### config.mk
export PLATFORM = sky130hd
export DESIGN_NAME = matcher_list_scanner_flat
export DESIGN_NICKNAME = d
export VERILOG_FILES = /design/src/rtl/matcher_pkg.sv /design/src/rtl/matcher_list_scanner_if.sv /design/src/rtl/matcher_list_scanner.sv /design/src/flat_wrapper.sv
export SDC_FILE = /design/constraint.sdc
export NUM_CORES = 1
export LEC_CHECK = 0
export CORE_ASPECT_RATIO = 0.9
export CORE_MARGIN = 4
export CORE_UTILIZATION = 47
export DETAILED_ROUTE_END_ITERATION = 10
export GPL_TIMING_DRIVEN = 1
export PLACE_DENSITY = 0.81
export SETUP_SLACK_MARGIN = 0.4
export SLEW_MARGIN = 40
export SYNTH_ARGS = -nofsm -noshare
export SYNTH_HDL_FRONTEND = slang
export SYNTH_SLANG_ARGS = --single-unit
### constraint.sdc
create_clock -name fclk -period 2.7 [get_ports fclk]
set_input_delay 0.54 -clock fclk [delete_from_list [all_inputs] [get_ports fclk]]
set_output_delay 0.54 -clock fclk [all_outputs]
set_load 0.005 [all_outputs]
### src/rtl/matcher_pkg.sv
// Shared definitions for the matcher list ROM and its scanner.
// The scanner state encoding and default bus widths live here.
package matcher_pkg;

  localparam int DEF_LIST_WIDTH = 10;
  localparam int DEF_DATA_WIDTH = 64;

  typedef enum logic {
    ST_IDLE = 1'b0,
    ST_SCAN = 1'b1
  } state_t;

endpackage

### src/rtl/matcher_list_scanner_if.sv
// Control and ROM-read bundle between the matcher control logic, the list scanner and the list ROM.
// The slave modport is the scanner side; the master modport is the control/ROM side.
interface matcher_list_scanner_if
  import matcher_pkg::*;
#(
  parameter int LIST_WIDTH = DEF_LIST_WIDTH,
  parameter int DATA_WIDTH = DEF_DATA_WIDTH
) ();

  logic                  start;
  logic [DATA_WIDTH-1:0] key;
  logic                  busy;
  logic                  done;
  logic                  found;
  logic [LIST_WIDTH-1:0] match_idx;
  logic                  rom_enable;
  logic [LIST_WIDTH-1:0] rom_addr;
  logic [DATA_WIDTH-1:0] rom_data;

  modport slave (
    input  start, key, rom_data,
    output busy, done, found, match_idx, rom_enable, rom_addr
  );

  modport master (
    output start, key, rom_data,
    input  busy, done, found, match_idx, rom_enable, rom_addr
  );

endinterface

### src/rtl/matcher_list_scanner.sv
// Walks the list ROM one address per cycle after a start pulse and reports the first entry equal to the latched key.
// Compare runs two cycles behind the accept edge: one for the address register, one for the ROM read.
module matcher_list_scanner
  import matcher_pkg::*;
#(
  parameter int LIST_WIDTH     = DEF_LIST_WIDTH,
  parameter int DATA_WIDTH     = DEF_DATA_WIDTH,
  parameter int LIST_DEPTH     = 1024,
  parameter int USE_TERMINATOR = 1
) (
  input  logic                   fclk,
  input  logic                   rst,
  matcher_list_scanner_if.slave  bus
);

  localparam logic [LIST_WIDTH-1:0] LAST_ADDR = LIST_WIDTH'(LIST_DEPTH - 1);
  localparam logic [LIST_WIDTH:0]   LAST_IDX  = (LIST_WIDTH + 1)'(LIST_DEPTH - 1);

  state_t                r_state;
  state_t                w_next;
  logic [DATA_WIDTH-1:0] r_key;
  logic [LIST_WIDTH-1:0] r_addr;
  logic                  r_cmp_valid;
  logic [LIST_WIDTH:0]   r_cmp_idx;
  logic                  r_done;
  logic                  r_found;
  logic [LIST_WIDTH-1:0] r_match_idx;

  logic w_accept;
  logic w_hit;
  logic w_term;
  logic w_last;
  logic w_finish;

  assign w_accept = (r_state == ST_IDLE) && bus.start;
  // A hit is checked ahead of the terminator so a zero key can match a zero entry.
  assign w_hit    = r_cmp_valid && (bus.rom_data == r_key);
  assign w_term   = r_cmp_valid && (USE_TERMINATOR != 0) && (bus.rom_data == '0);
  assign w_last   = r_cmp_valid && (r_cmp_idx == LAST_IDX);
  assign w_finish = (r_state == ST_SCAN) && (w_hit || w_term || w_last);

  always_ff @(posedge fclk) begin
    if (rst) begin
      r_state <= ST_IDLE;
    end else begin
      r_state <= w_next;
    end
  end

  always_comb begin
    w_next = r_state;
    case (r_state)
      ST_IDLE: if (bus.start) w_next = ST_SCAN;
      ST_SCAN: if (w_finish)  w_next = ST_IDLE;
      default: w_next = ST_IDLE;
    endcase
  end

  always_comb begin
    bus.busy       = (r_state == ST_SCAN);
    bus.rom_enable = (r_state == ST_SCAN);
  end

  always_ff @(posedge fclk) begin
    if (rst) begin
      r_key       <= '0;
      r_addr      <= '0;
      r_cmp_valid <= 1'b0;
      r_cmp_idx   <= '0;
      r_done      <= 1'b0;
      r_found     <= 1'b0;
      r_match_idx <= '0;
    end else begin
      r_done <= 1'b0;
      if (w_accept) begin
        r_key       <= bus.key;
        r_addr      <= '0;
        r_cmp_valid <= 1'b0;
        r_cmp_idx   <= '0;
        r_found     <= 1'b0;
        r_match_idx <= '0;
      end else if (r_state == ST_SCAN) begin
        r_cmp_valid <= 1'b1;
        if (r_addr != LAST_ADDR) begin
          r_addr <= r_addr + LIST_WIDTH'(1);
        end
        if (w_finish) begin
          r_done      <= 1'b1;
          r_cmp_valid <= 1'b0;
          r_found     <= w_hit;
          r_match_idx <= w_hit ? r_cmp_idx[LIST_WIDTH-1:0] : '0;
        end else if (r_cmp_valid) begin
          r_cmp_idx <= r_cmp_idx + (LIST_WIDTH + 1)'(1);
        end
      end
    end
  end

  assign bus.done      = r_done;
  assign bus.found     = r_found;
  assign bus.match_idx = r_match_idx;
  assign bus.rom_addr  = r_addr;

endmodule

### src/flat_wrapper.sv
// flat-port wrapper written by rule: the top's interface ports become plain ports
module matcher_list_scanner_flat import matcher_pkg::*;
#(
  parameter int LIST_WIDTH     = DEF_LIST_WIDTH,
  parameter int DATA_WIDTH     = DEF_DATA_WIDTH,
  parameter int LIST_DEPTH     = 1024,
  parameter int USE_TERMINATOR = 1
)
  (fclk, rst, bus_start, bus_key, bus_rom_data, bus_busy, bus_done, bus_found, bus_match_idx, bus_rom_enable, bus_rom_addr);
  matcher_list_scanner_if #(.LIST_WIDTH(LIST_WIDTH), .DATA_WIDTH(DATA_WIDTH)) bus_i ();
  input  logic fclk;
  input  logic rst;
  input wire logic [$bits(bus_i.start)-1:0] bus_start;
  input wire logic [$bits(bus_i.key)-1:0] bus_key;
  input wire logic [$bits(bus_i.rom_data)-1:0] bus_rom_data;
  output wire logic [$bits(bus_i.busy)-1:0] bus_busy;
  output wire logic [$bits(bus_i.done)-1:0] bus_done;
  output wire logic [$bits(bus_i.found)-1:0] bus_found;
  output wire logic [$bits(bus_i.match_idx)-1:0] bus_match_idx;
  output wire logic [$bits(bus_i.rom_enable)-1:0] bus_rom_enable;
  output wire logic [$bits(bus_i.rom_addr)-1:0] bus_rom_addr;
  assign bus_i.start = bus_start;
  assign bus_i.key = bus_key;
  assign bus_i.rom_data = bus_rom_data;
  assign bus_busy = bus_i.busy;
  assign bus_done = bus_i.done;
  assign bus_found = bus_i.found;
  assign bus_match_idx = bus_i.match_idx;
  assign bus_rom_enable = bus_i.rom_enable;
  assign bus_rom_addr = bus_i.rom_addr;
  matcher_list_scanner #(.LIST_WIDTH(LIST_WIDTH), .DATA_WIDTH(DATA_WIDTH), .LIST_DEPTH(LIST_DEPTH), .USE_TERMINATOR(USE_TERMINATOR)) u_core (.fclk(fclk), .rst(rst), .bus(bus_i));
endmodule
# Yosys cells after proc, flatten, opt, wreduce, memory -nomap -nowiden
# Cells that the tools add are included.
# op_classes
reduce_logical,13
n_addsub,2
n_eq_ne,3
muxes,5
n_bitwise,2
# op_table
cell,count
$eq A64 B64 Y1,1
$logic_not A64 Y1,1
$add A11 B1 Y11 const B,1
$eq A11 B10 Y1 const B,1
$add A10 B1 Y10 const B,1
$mux W10,1
$ne A10 B10 Y1 const B,1
$logic_and A1 B1 Y1,5
$reduce_and A2 Y1,2
$mux W1,3
$reduce_and A3 Y1,1
$reduce_or A3 Y1,1
$logic_or A1 B1 Y1,2
$not A1 Y1,2
$pmux W1 S2,1
$reduce_or A2 Y1,1
# totals
reg_bits,99
in_bits,131
out_inout_bits,24

# Depth between registers and ports, before layout
# depth
depth_word,7
depth_mapped,9
depth_no_buf,7

# Least setup slack after synthesis
# Ideal clock, no wire load.
# synth_timing
path_kind,input-to-reg
start,input bus_rom_data[7]
end,register u_core.r_match_idx[0] (netlist: u_core.bus.match_idx[0])
path_buffers,1
arrival_ns,1.986
required_time_ns,2.585
path_stages,8
slack_ns,0.599
cell_sequence,nor4_1 nand4_1 nor4_4 nor2_8 nor2b_4 nor2_2 buf_6 a31o_1
# synth_between
elab_chain_len,6
# synth_lines
element,line_no,text
"start, declared",flat_wrapper.sv:15,input wire logic [$bits(bus_i.rom_data)-1:0] bus_rom_data;
$eq A64 B64 Y1 / $logic_not A64 Y1 (equally long branches),"matcher_list_scanner.sv:37, matcher_list_scanner.sv:38",
$logic_and A1 B1 Y1 (on tied branches),"matcher_list_scanner.sv:37, matcher_list_scanner.sv:38",
$logic_or A1 B1 Y1 (2 in series),matcher_list_scanner.sv:40,assign w_finish = (r_state == ST_SCAN) && (w_hit || w_term || w_last);
$logic_and A1 B1 Y1,matcher_list_scanner.sv:40,
$reduce_and A2 Y1 (no line),--,
"end signal, assigned",matcher_list_scanner.sv:91,r_match_idx <= w_hit ? r_cmp_idx[LIST_WIDTH-1:0] : '0;
"end, declared",matcher_list_scanner.sv:27,logic [LIST_WIDTH-1:0] r_match_idx;
# Parallel ways exist; a longest one is shown, timed or not.
# A chain may end at the register's enable or synchronous reset.

# Worst setup path in the final report
# layout_timing
start,input bus_rom_data[18]
end,register u_core.r_cmp_idx[0]
# layout_between
elab_chain_len,7
# layout_lines
element,line_no,text
$eq A64 B64 Y1 / $logic_not A64 Y1 (equally long branches),"matcher_list_scanner.sv:37, matcher_list_scanner.sv:38",
$logic_and A1 B1 Y1 (on tied branches),"matcher_list_scanner.sv:37, matcher_list_scanner.sv:38",
$logic_or A1 B1 Y1 * (2 in series),matcher_list_scanner.sv:40,
$logic_and A1 B1 Y1 *,matcher_list_scanner.sv:40,
$not A1 Y1 (no line) *,--,
$reduce_and A3 Y1 (no line) *,--,
"end signal, assigned",matcher_list_scanner.sv:93,r_cmp_idx <= r_cmp_idx + (LIST_WIDTH + 1)'(1);
"end, declared",matcher_list_scanner.sv:24,logic [LIST_WIDTH:0] r_cmp_idx;
# Mark *: on every way between the ends. The rest lies on a longest branch, timed or not.

==> metrics <==
clock-pin slew on the worst setup and hold paths 70 ps; Layout area overhead 52.1%; wire per inst 18.9 µm; drt via density 5.80; layout cells sized above 1 15.1%; WS Path Type in2reg; root buf cell clkbuf_16; vias in the first global route 5,193; FMAX 432 MHz; post-route ant nets 0; Setup-failing EPs final 0; hold slack 463 ps; CTS Buf Count 9; WP data required 2970 ps; I/O Buffers 154; RSZ-0062 raised after global routing false; sw frac 27.5%; die height 104 µm; post-route cell area 7390 µm²; WL final 16,700 µm; initial antenna violation count 1; vias 5,145; setup_tns 0 ps; Mapped Area 4860 µm²; Final Hold Viols 0; dominant synthesized flop cell dfxtp_1; HPWL Detailed 12,000 µm; final net count 889; Clock Skew 7.75 ps; synth unique cells 53; worst vdd ir 0.320 mV; CTS Hold Bufs 0; Net Switching 0.950 mW; pins over their slew limit 0; row cnt 34; I/O pin count 155; worst-margin pin slew 770 ps; Slew headroom 48.6%; Hold Crit Depth 2; pwr/cell area 467 nW/µm²; Placed Area 6630 µm²; ANT cells 0; Overflow after GRT 0; Pint 2.50 mW; post-synthesis sequential area ratio 40.8%; pin count of the biggest net entering global routing 66; Post-synth EDFFs 0; Post-synth ARST share 0%; drt drc 0; run status finished clean; count of state elements after synthesis 99; clk sink count 99; MaxCap Viol Count 0; Post-Syn Instances 591; Initial Util 49.3%; part of the power in registers 46.0%; Critical Path Start Type input port; initial DRC count 431; R2R cell count 9; Gate power share 18.3%; die width 115 µm; global-route wire length before repair 25,500 µm; clock latency on the worst-skew pair 350 ps; crit-path max FO 8; Crit path arrival time 2580 ps; syn avg cell area 8.23 µm²; Syn. warnings 0; period utilisation layout 85.7%; r2r setup slk 590 ps; syn nets 724; Worst setup EP type flip-flop; GRT Total Usage 26.5%; TritonCTS clock tree yes; gpl congestion 0.925; P_leak 2.96 nW; Clock Tree Buf Depth 2; minimum clock period 2310 ps; type of the worst min-delay path reg2reg; drt pass-1 iters 5; commonest non-fill, non-tap cells in the layout nand2_1, dfxtp_1, clkdlybuf4s50_1; share of power burned in the clock network 35.7%; core area 9870 µm²; commonest non-fill, non-tap cell in the layout nand2_1; htree depth 3; die area 12,000 µm²
==> synthesized netlist by cell type (5+ instances only) <==
| cell | count | area (µm²) |
|---|---|---|
| a21oi_1 | 71 | 355 |
| a21oi_2 | 7 | 61.3 |
| a31o_1 | 20 | 175 |
| clkbuf_1 | 21 | 78.8 |
| dfxtp_1 | 99 | 1980 |
| inv_1 | 11 | 41.3 |
| nand2_1 | 139 | 522 |
| nand2b_1 | 7 | 43.8 |
| nand3_1 | 11 | 55.1 |
| nand4_1 | 17 | 106 |
| nor2_1 | 11 | 41.3 |
| nor2b_1 | 15 | 93.8 |
| nor3b_1 | 10 | 75.1 |
| nor4_1 | 20 | 125 |
| o21ai_0 | 5 | 25.0 |
| o21ai_2 | 6 | 52.6 |
| or3_1 | 12 | 75.1 |
| xnor2_1 | 44 | 385 |
| xor2_1 | 6 | 52.6 |
==> final cells by class <==
type                            count  area, µm²
Multi-Input combinational cell    447       2990
Fill cell                         679       2480
Sequential cell                    99       1980
Timing Repair Buffer              186       1930
Clock buffer                       11        243
Tap cell                          126        158
Inverter                           13       48.8
Clock inverter                      5       38.8
==> cell families (layout without fill, tap and decap cells) <==
logic type | count (synthesis) | in the layout | synth area share, %
multiplexers | 2 | 2 | 0.412
AND/OR/NAND/NOR | 263 | 264 | 27.6
AO/OA/AOI/OAI | 129 | 129 | 17.3
buffers and inverters | 46 | 215 | 4.35
flip-flops | 99 | 99 | 40.8
XOR/XNOR | 50 | 50 | 9.01
adder cells (fa/ha/maj) | 2 | 2 | 0.515
==> timing repair <==
item / CTS / global route
gates cloned: 1 / 1
gates resized for setup: 35 / 73
pin swaps: 17 / 32
setup endpoints to repair: 19 / 22
setup buffers: 3 / 0
==> flip-flops by register name (all words and copies together), names as in the netlist <==
name                  flops
u_core.bus.found          1
u_core.r_cmp_idx         11
u_core.r_key             64
u_core.r_cmp_valid        1
u_core.bus.busy           1
u_core.bus.done           1
u_core.bus.match_idx     10
u_core.bus.rom_addr      10
==> worst max-delay path, cell delays in order <==
cell,delay [ps]
clkdlybuf4s50_1,470
xnor2_1,370
nand4_1,140
nor2_1,170
nand4_1,160
nor2_4,200
buf_12,150
buf_6,120
o21ai_1,80
a21oi_1,170
==> path summary, 6_finish.rpt <==
| check | from | endpoint |
|---|---|---|
| worst max-delay path | bus_rom_data[18] | u_core.r_cmp_idx[0] |
| worst min-delay path | u_core.r_key[35] | u_core.r_key[35] |
| worst max register to register | u_core.r_key[19] | u_core.r_cmp_idx[0] |
| worst min register to register | u_core.r_key[35] | u_core.r_key[35] |
==> power groups by stage <==
stage | Clock, mW | Combinational [mW] | Sequential [mW]
finish | 1.23 | 0.632 | 1.59
global route | 1.31 | 0.676 | 1.60
CTS | 1.24 | 0.598 | 1.58
detailed placement | 0 | 0.584 | 1.61
global placement | 0 | 0.578 | 1.61
floorplan | 0 | 0.270 | 1.60
==> routing by layer <==
layer	global-route usage [%]	vias up	part of all wire (%)
met5	0	-	0.042
met4	9.81	2	4.0
met3	6.22	68	7.5
met2	44.8	281	49
met1	32.5	2407	40
li1	-	2387	-
==> through the flow <==
stage | setup WS [ps] | utilization [%] | power (mW) | std cells
after floorplan | 599 | - | 1.87 | 591
after global placement | -73.3 | 67.1 | 2.19 | 866
after detailed placement | -119 | 67.1 | 2.20 | 866
after CTS | 399 | 71.8 | 3.42 | 886
after global routing | 351 | 74.9 | 3.58 | 887
final | 387 | 74.9 | 3.45 | 887
No activity file was read; power rests on OpenSTA's default activity.
